$ cat src/rtl/load_store_unit.sv
// RV32I data-memory access stage: one request/acknowledge bus transaction per load/store.
// Optional misalignment trap enabled by defining LSU_MISALIGN_TRAP_EN.
module load_store_unit #(
    parameter int TIMEOUT = 64
) (
    input  logic        clk,
    input  logic        nRst,
    input  logic        start,
    input  logic [6:0]  opcode,
    input  logic [2:0]  funct3,
    input  logic [31:0] read_address,
    input  logic [31:0] write_address,
    input  logic [31:0] store_data,
    output logic        busy,
    output logic        done,
    output logic        err,
    output logic [31:0] load_data,
    output logic        bus_req,
    output logic        bus_we,
    output logic [31:0] bus_adr,
    output logic [3:0]  bus_sel,
    output logic [31:0] bus_wdat,
    input  logic        bus_ack,
    input  logic [31:0] bus_rdat
);
    localparam logic [6:0] OP_LOAD  = 7'b0000011;
    localparam logic [6:0] OP_STORE = 7'b0100011;
    localparam int CW = (TIMEOUT > 1) ? $clog2(TIMEOUT) : 1;
    localparam logic [CW-1:0] CNT_LAST = CW'(TIMEOUT - 1);

    typedef enum logic [1:0] {
        IDLE = 2'd0,
        REQ  = 2'd1,
        DONE = 2'd2
    } state_t;

    state_t        state_r, state_s;
    logic [CW-1:0] cnt_r, cnt_s;
    logic [31:0]   addr_r, addr_s;
    logic [2:0]    funct3_r, funct3_s;
    logic [31:0]   data_r, data_s;
    logic          we_r, we_s;
    logic          bus_req_s, bus_we_s, done_s, err_s;
    logic [31:0]   bus_adr_s, bus_wdat_s, load_data_s;
    logic [3:0]    bus_sel_s;
    logic          is_load_s, is_store_s, misalign_s;
    logic [31:0]   req_addr_s;

    function automatic logic access_bad(input logic is_st, input logic [2:0] f3, input logic mis);
        logic bad;
        case (f3)
            3'b000, 3'b001, 3'b010: bad = mis;
            3'b100, 3'b101:         bad = is_st;
            default:                bad = 1'b1;
        endcase
        return bad;
    endfunction

    function automatic logic [3:0] lane_sel(input logic [2:0] f3, input logic [1:0] lo);
        logic [3:0] sel;
        case (f3[1:0])
            2'b00:   sel = 4'b0001 << lo;
            2'b01:   sel = lo[1] ? 4'b1100 : 4'b0011;
            default: sel = 4'b1111;
        endcase
        return sel;
    endfunction

    function automatic logic [31:0] lane_wdat(input logic [2:0] f3, input logic [31:0] d);
        logic [31:0] w;
        case (f3[1:0])
            2'b00:   w = {4{d[7:0]}};
            2'b01:   w = {2{d[15:0]}};
            default: w = d;
        endcase
        return w;
    endfunction

    function automatic logic [31:0] extend(input logic [2:0] f3, input logic [1:0] lo, input logic [31:0] rd);
        logic [7:0]  b;
        logic [15:0] h;
        logic [31:0] r;
        case (lo)
            2'b00:   b = rd[7:0];
            2'b01:   b = rd[15:8];
            2'b10:   b = rd[23:16];
            default: b = rd[31:24];
        endcase
        h = lo[1] ? rd[31:16] : rd[15:0];
        case (f3)
            3'b000:  r = {{24{b[7]}}, b};
            3'b001:  r = {{16{h[15]}}, h};
            3'b100:  r = {24'h000000, b};
            3'b101:  r = {16'h0000, h};
            default: r = rd;
        endcase
        return r;
    endfunction

    assign is_load_s  = (opcode == OP_LOAD);
    assign is_store_s = (opcode == OP_STORE);
    assign req_addr_s = is_store_s ? write_address : read_address;

`ifdef LSU_MISALIGN_TRAP_EN
    assign misalign_s = ((funct3[1:0] == 2'b01) && req_addr_s[0]) ||
                        ((funct3[1:0] == 2'b10) && (req_addr_s[1:0] != 2'b00));
`else
    assign misalign_s = 1'b0;
`endif

    // Next-state, latch updates and next values of the registered outputs.
    always_comb begin
        state_s     = state_r;
        cnt_s       = cnt_r;
        addr_s      = addr_r;
        funct3_s    = funct3_r;
        data_s      = data_r;
        we_s        = we_r;
        bus_req_s   = 1'b0;
        bus_we_s    = 1'b0;
        bus_adr_s   = 32'h0;
        bus_sel_s   = 4'h0;
        bus_wdat_s  = 32'h0;
        done_s      = 1'b0;
        err_s       = 1'b0;
        load_data_s = 32'h0;
        busy        = 1'b0;
        case (state_r)
            IDLE: begin
                if (start && (is_load_s || is_store_s)) begin
                    busy     = 1'b1;
                    addr_s   = req_addr_s;
                    funct3_s = funct3;
                    data_s   = store_data;
                    we_s     = is_store_s;
                    cnt_s    = '0;
                    if (access_bad(is_store_s, funct3, misalign_s)) begin
                        state_s = DONE;
                        done_s  = 1'b1;
                        err_s   = 1'b1;
                    end else begin
                        state_s    = REQ;
                        bus_req_s  = 1'b1;
                        bus_we_s   = is_store_s;
                        bus_adr_s  = {req_addr_s[31:2], 2'b00};
                        bus_sel_s  = lane_sel(funct3, req_addr_s[1:0]);
                        bus_wdat_s = lane_wdat(funct3, store_data);
                    end
                end else begin
                    state_s = IDLE;
                end
            end
            REQ: begin
                busy = 1'b1;
                if (bus_ack) begin
                    state_s     = DONE;
                    done_s      = 1'b1;
                    load_data_s = we_r ? 32'h0 : extend(funct3_r, addr_r[1:0], bus_rdat);
                end else if (cnt_r == CNT_LAST) begin
                    state_s = DONE;
                    done_s  = 1'b1;
                    err_s   = 1'b1;
                end else begin
                    cnt_s      = cnt_r + CW'(1);
                    bus_req_s  = 1'b1;
                    bus_we_s   = we_r;
                    bus_adr_s  = {addr_r[31:2], 2'b00};
                    bus_sel_s  = lane_sel(funct3_r, addr_r[1:0]);
                    bus_wdat_s = lane_wdat(funct3_r, data_r);
                end
            end
            DONE: begin
                state_s = IDLE;
            end
            default: begin
                state_s = IDLE;
            end
        endcase
    end

    // State, transaction latches and registered outputs with synchronous reset.
    always_ff @(posedge clk) begin
        if (!nRst) begin
            state_r   <= IDLE;
            cnt_r     <= '0;
            addr_r    <= 32'h0;
            funct3_r  <= 3'b000;
            data_r    <= 32'h0;
            we_r      <= 1'b0;
            bus_req   <= 1'b0;
            bus_we    <= 1'b0;
            bus_adr   <= 32'h0;
            bus_sel   <= 4'h0;
            bus_wdat  <= 32'h0;
            done      <= 1'b0;
            err       <= 1'b0;
            load_data <= 32'h0;
        end else begin
            state_r   <= state_s;
            cnt_r     <= cnt_s;
            addr_r    <= addr_s;
            funct3_r  <= funct3_s;
            data_r    <= data_s;
            we_r      <= we_s;
            bus_req   <= bus_req_s;
            bus_we    <= bus_we_s;
            bus_adr   <= bus_adr_s;
            bus_sel   <= bus_sel_s;
            bus_wdat  <= bus_wdat_s;
            done      <= done_s;
            err       <= err_s;
            load_data <= load_data_s;
        end
    end
endmodule

$ cat config.mk
export PLATFORM = sky130hd
export DESIGN_NAME = load_store_unit
export DESIGN_NICKNAME = d
export VERILOG_FILES = /design/src/rtl/load_store_unit.sv
export SDC_FILE = /design/constraint.sdc
export NUM_CORES = 1
export LEC_CHECK = 0
export BUFFER_PORTS_ARGS = -buffer_cell sky130_fd_sc_hd__buf_4
export CORE_UTILIZATION = 45
export CTS_CLUSTER_DIAMETER = 30
export DETAILED_ROUTE_END_ITERATION = 10
export PLACE_DENSITY = 0.81
export RECOVER_POWER = 100
export SLEW_MARGIN = 0
export SYNTH_ARGS = -nofsm -noshare
export SYNTH_HDL_FRONTEND = slang
export SYNTH_SLANG_ARGS = --single-unit
$ cat constraint.sdc
create_clock -name clk -period 2.2 [get_ports clk]
set_input_delay 0.11 -clock clk [delete_from_list [all_inputs] [get_ports clk]]
set_output_delay 0.11 -clock clk [all_outputs]
set_load 0.02 [all_outputs]
==> results_dict.tcl <==
set metrics [dict create \
    hp-class "input port to flop" \
    area_growth_pct 35.0 \
    dr.pass1.iters 6 \
    status "complete, no violations" \
    drt-wirelength-per-cell_um 17.5 \
    drc_errors 0 \
    slew_headroom 0.399 \
    worstPathCellList "nor2b_1 > a21oi_1 > inv_1 > buf_4" \
    setup_violations 0 \
    rsz0062_at_grt "false" \
    drtIter0Drc 662 \
    drive_above_1_share 0.204 \
    wl_met2_um 12200 \
    drv_slew 0 \
    setup.worst_path.class "flop to output pin" \
    ant_nets 0 \
    yosysSeqAreaShare 0.446 \
    cp-start-kind "flop" \
    fmax_mhz 486 \
    initial_utilization 0.461 \
    final_cells 1456 \
    core.rowCount 48 \
    clock_path_buffers 2 \
    wirelength_um 25400 \
    portBuffers 244 \
    critical-path-top-delay-family "compound AO/OA/AOI/OAI gates" \
    die_height_um 135 \
    mostFrequentLayoutCells "dfxtp_1, buf_4, nand2_1" \
    period_needed_ns 2.06 \
    syn_area_per_cell_um2 8.37 \
    die_w_um 135 \
    cp.required_ns 2.09 \
    synthArstFlopShare 0 \
    cts_buffers 17 \
    num-nets-final 1359 \
    ys_ff_latch 178 \
    endpoint_kind "output pin" \
    syn_inst 954 \
    cts_tree "done" \
    cap_violations 0 \
    dpl.hpwl_um 15900 \
    cts-root-buf "clkbuf_16" \
    gp_congestion 0.881 \
    cp_slowest_cell "a21oi_1" \
    p_leak_nw 3.98 \
    die-area_um2 18300 \
    cts.sinks 178 \
    synth_edf_count 0 \
    via_per_inst 5.66 \
    grt_pass1_vias 7852 \
    worstMarginPinSlew_ns 0.893 \
    grt_pass1_wl_um 39900 \
    grt_max_degree 95 \
    fin_worst_skew_ns 0.00932 \
    synth-main-ff-cell "dfxtp_1" \
    hold_viol_final 0 \
    ctsResizeCount 0 \
    clock_latency_ns 0.44 \
    ys_types 55 \
    place_inst 1361 \
    htree_num_levels 4 \
    antenna_found_initial 2 \
    crit_arrival_ns 1.95 \
    power_density_nw_per_um2 634 \
    grt_overflow_total 0 \
    synth_area_um2 7980 \
    wl_met3_um 1980 \
    yosys_warnings 0 \
    ios 247 \
    critical_path.max_stage_delay_ns 0.60 \
    clkTransAtPathRegs_ns 0.07 \
    cp_max_fo 9 \
    layout_commonest_cell "dfxtp_1" \
    setup_tns_ns 0 \
    topRoutingLayerUsed "met5" \
    wirelength_met1_um 10400 \
    path_buf_inv 2 \
    grt_usage 0.278 \
    fin_crit_sh 0.936 \
    vias 8238 \
    vdd_ir_drop_max_mv 0.541 \
    fp.coreArea_um2 17300 \
]
[stage by stage]
step / hold slack (ns) / cell area [um2] / utilization / setup slack [ns] / power (mW)
floorplan: 0.246 / 7990 / - / 0.542 / 3.54
global placement: 0.369 / 9990 / 0.578 / 0.395 / 3.85
detailed placement: 0.374 / 9990 / 0.578 / 0.346 / 3.85
CTS: 0.00168 / 11200 / 0.645 / 0.284 / 6.83
global route: 0.0120 / 10800 / 0.623 / 0.0674 / 7.01
finish: 0.000442 / 10800 / 0.623 / 0.141 / 6.83
[synthesized netlist by cell type, types with 5 or more instances]
| library cell | instances | area (um2) |
|---|---|---|
| dfxtp_1 | 178 | 3560 |
| nand2_1 | 152 | 571 |
| a21oi_1 | 104 | 521 |
| nor2_1 | 77 | 289 |
| nor3_1 | 62 | 310 |
| clkbuf_1 | 51 | 191 |
| mux2_2 | 35 | 394 |
| a32oi_1 | 33 | 289 |
| and3_1 | 30 | 188 |
| o211ai_1 | 30 | 225 |
| buf_2 | 27 | 135 |
| a21boi_0 | 26 | 195 |
| mux2i_1 | 22 | 220 |
| o21ai_0 | 21 | 105 |
| nand3_1 | 11 | 55.1 |
| a22oi_1 | 7 | 52.6 |
| buf_1 | 7 | 26.3 |
| a21o_1 | 5 | 37.5 |
| nand2b_1 | 5 | 31.3 |
| o22ai_1 | 5 | 31.3 |
[cells by family after synthesis]
| group | synth area share |
|---|---|
| AO/OA/AOI/OAI | 0.212 |
| adder cells (fa/ha/maj) | 0.00157 |
| buffers and inverters | 0.0499 |
| flip-flops | 0.446 |
| multiplexers | 0.0798 |
| other | 0.000470 |
| AND/OR/NAND/NOR | 0.209 |
[metal layers]
layer / vias up / global-route usage
met5: - / 0
met4: 2 / 0.134
met3: 57 / 0.0561
met2: 400 / 0.468
met1: 3852 / 0.340
li1: 3927 / -
[where the power goes]
part / leakage [nW] / internal, mW / switching, mW
Clock: 0.273 / 1.62 / 1.33
Sequential: 1.43 / 3.23 / 0.00608
Combinational: 2.28 / 0.333 / 0.304
Total: 3.98 / 5.18 / 1.65
[cell type report]
class / count / area (um2)
inverter: 4 / 15.0
fill: 1561 / 6530
clock buffer: 20 / 457
clock inverter: 12 / 108
tap: 225 / 282
timing repair buffer: 331 / 2300
sequential: 178 / 3560
antenna: 2 / 5.00
multi-input combinational: 684 / 4040
[repair_timing]
item	in CTS	in global routing
hold endpoints to repair	70	0
buffers inserted	0	0
hold buffers	61	0
[tightest hold or removal path, stage by stage]
cell and delay [ns]:
buf_4 0.09, a22oi_1 0.07, a21oi_1 0.13
[final timing paths]
| path | startpoint | to | slack, ns | cells past startpoint |
|---|---|---|---|---|
| setup / recovery | state_r[0] | busy | 0.14 | 4 |
| hold / removal | bus_rdat[9] | load_data[9] | 0.0004 | 3 |
| setup reg to reg | state_r[0] | bus_sel[3] | 0.21 | 5 |
| hold reg to reg | data_r[19] | data_r[19] | 0.45 | 2 |
[registers in the layout (all words and copies together), names as in the netlist, 3 cells and up]
| name | flops |
|---|---|
| bus_wdat | 32 |
| data_r | 32 |
| addr_r | 32 |
| bus_adr | 30 |
| bus_sel | 4 |
| load_data | 32 |
| funct3_r | 3 |
| cnt_r | 6 |
No activity file was read; power rests on OpenSTA's default activity.
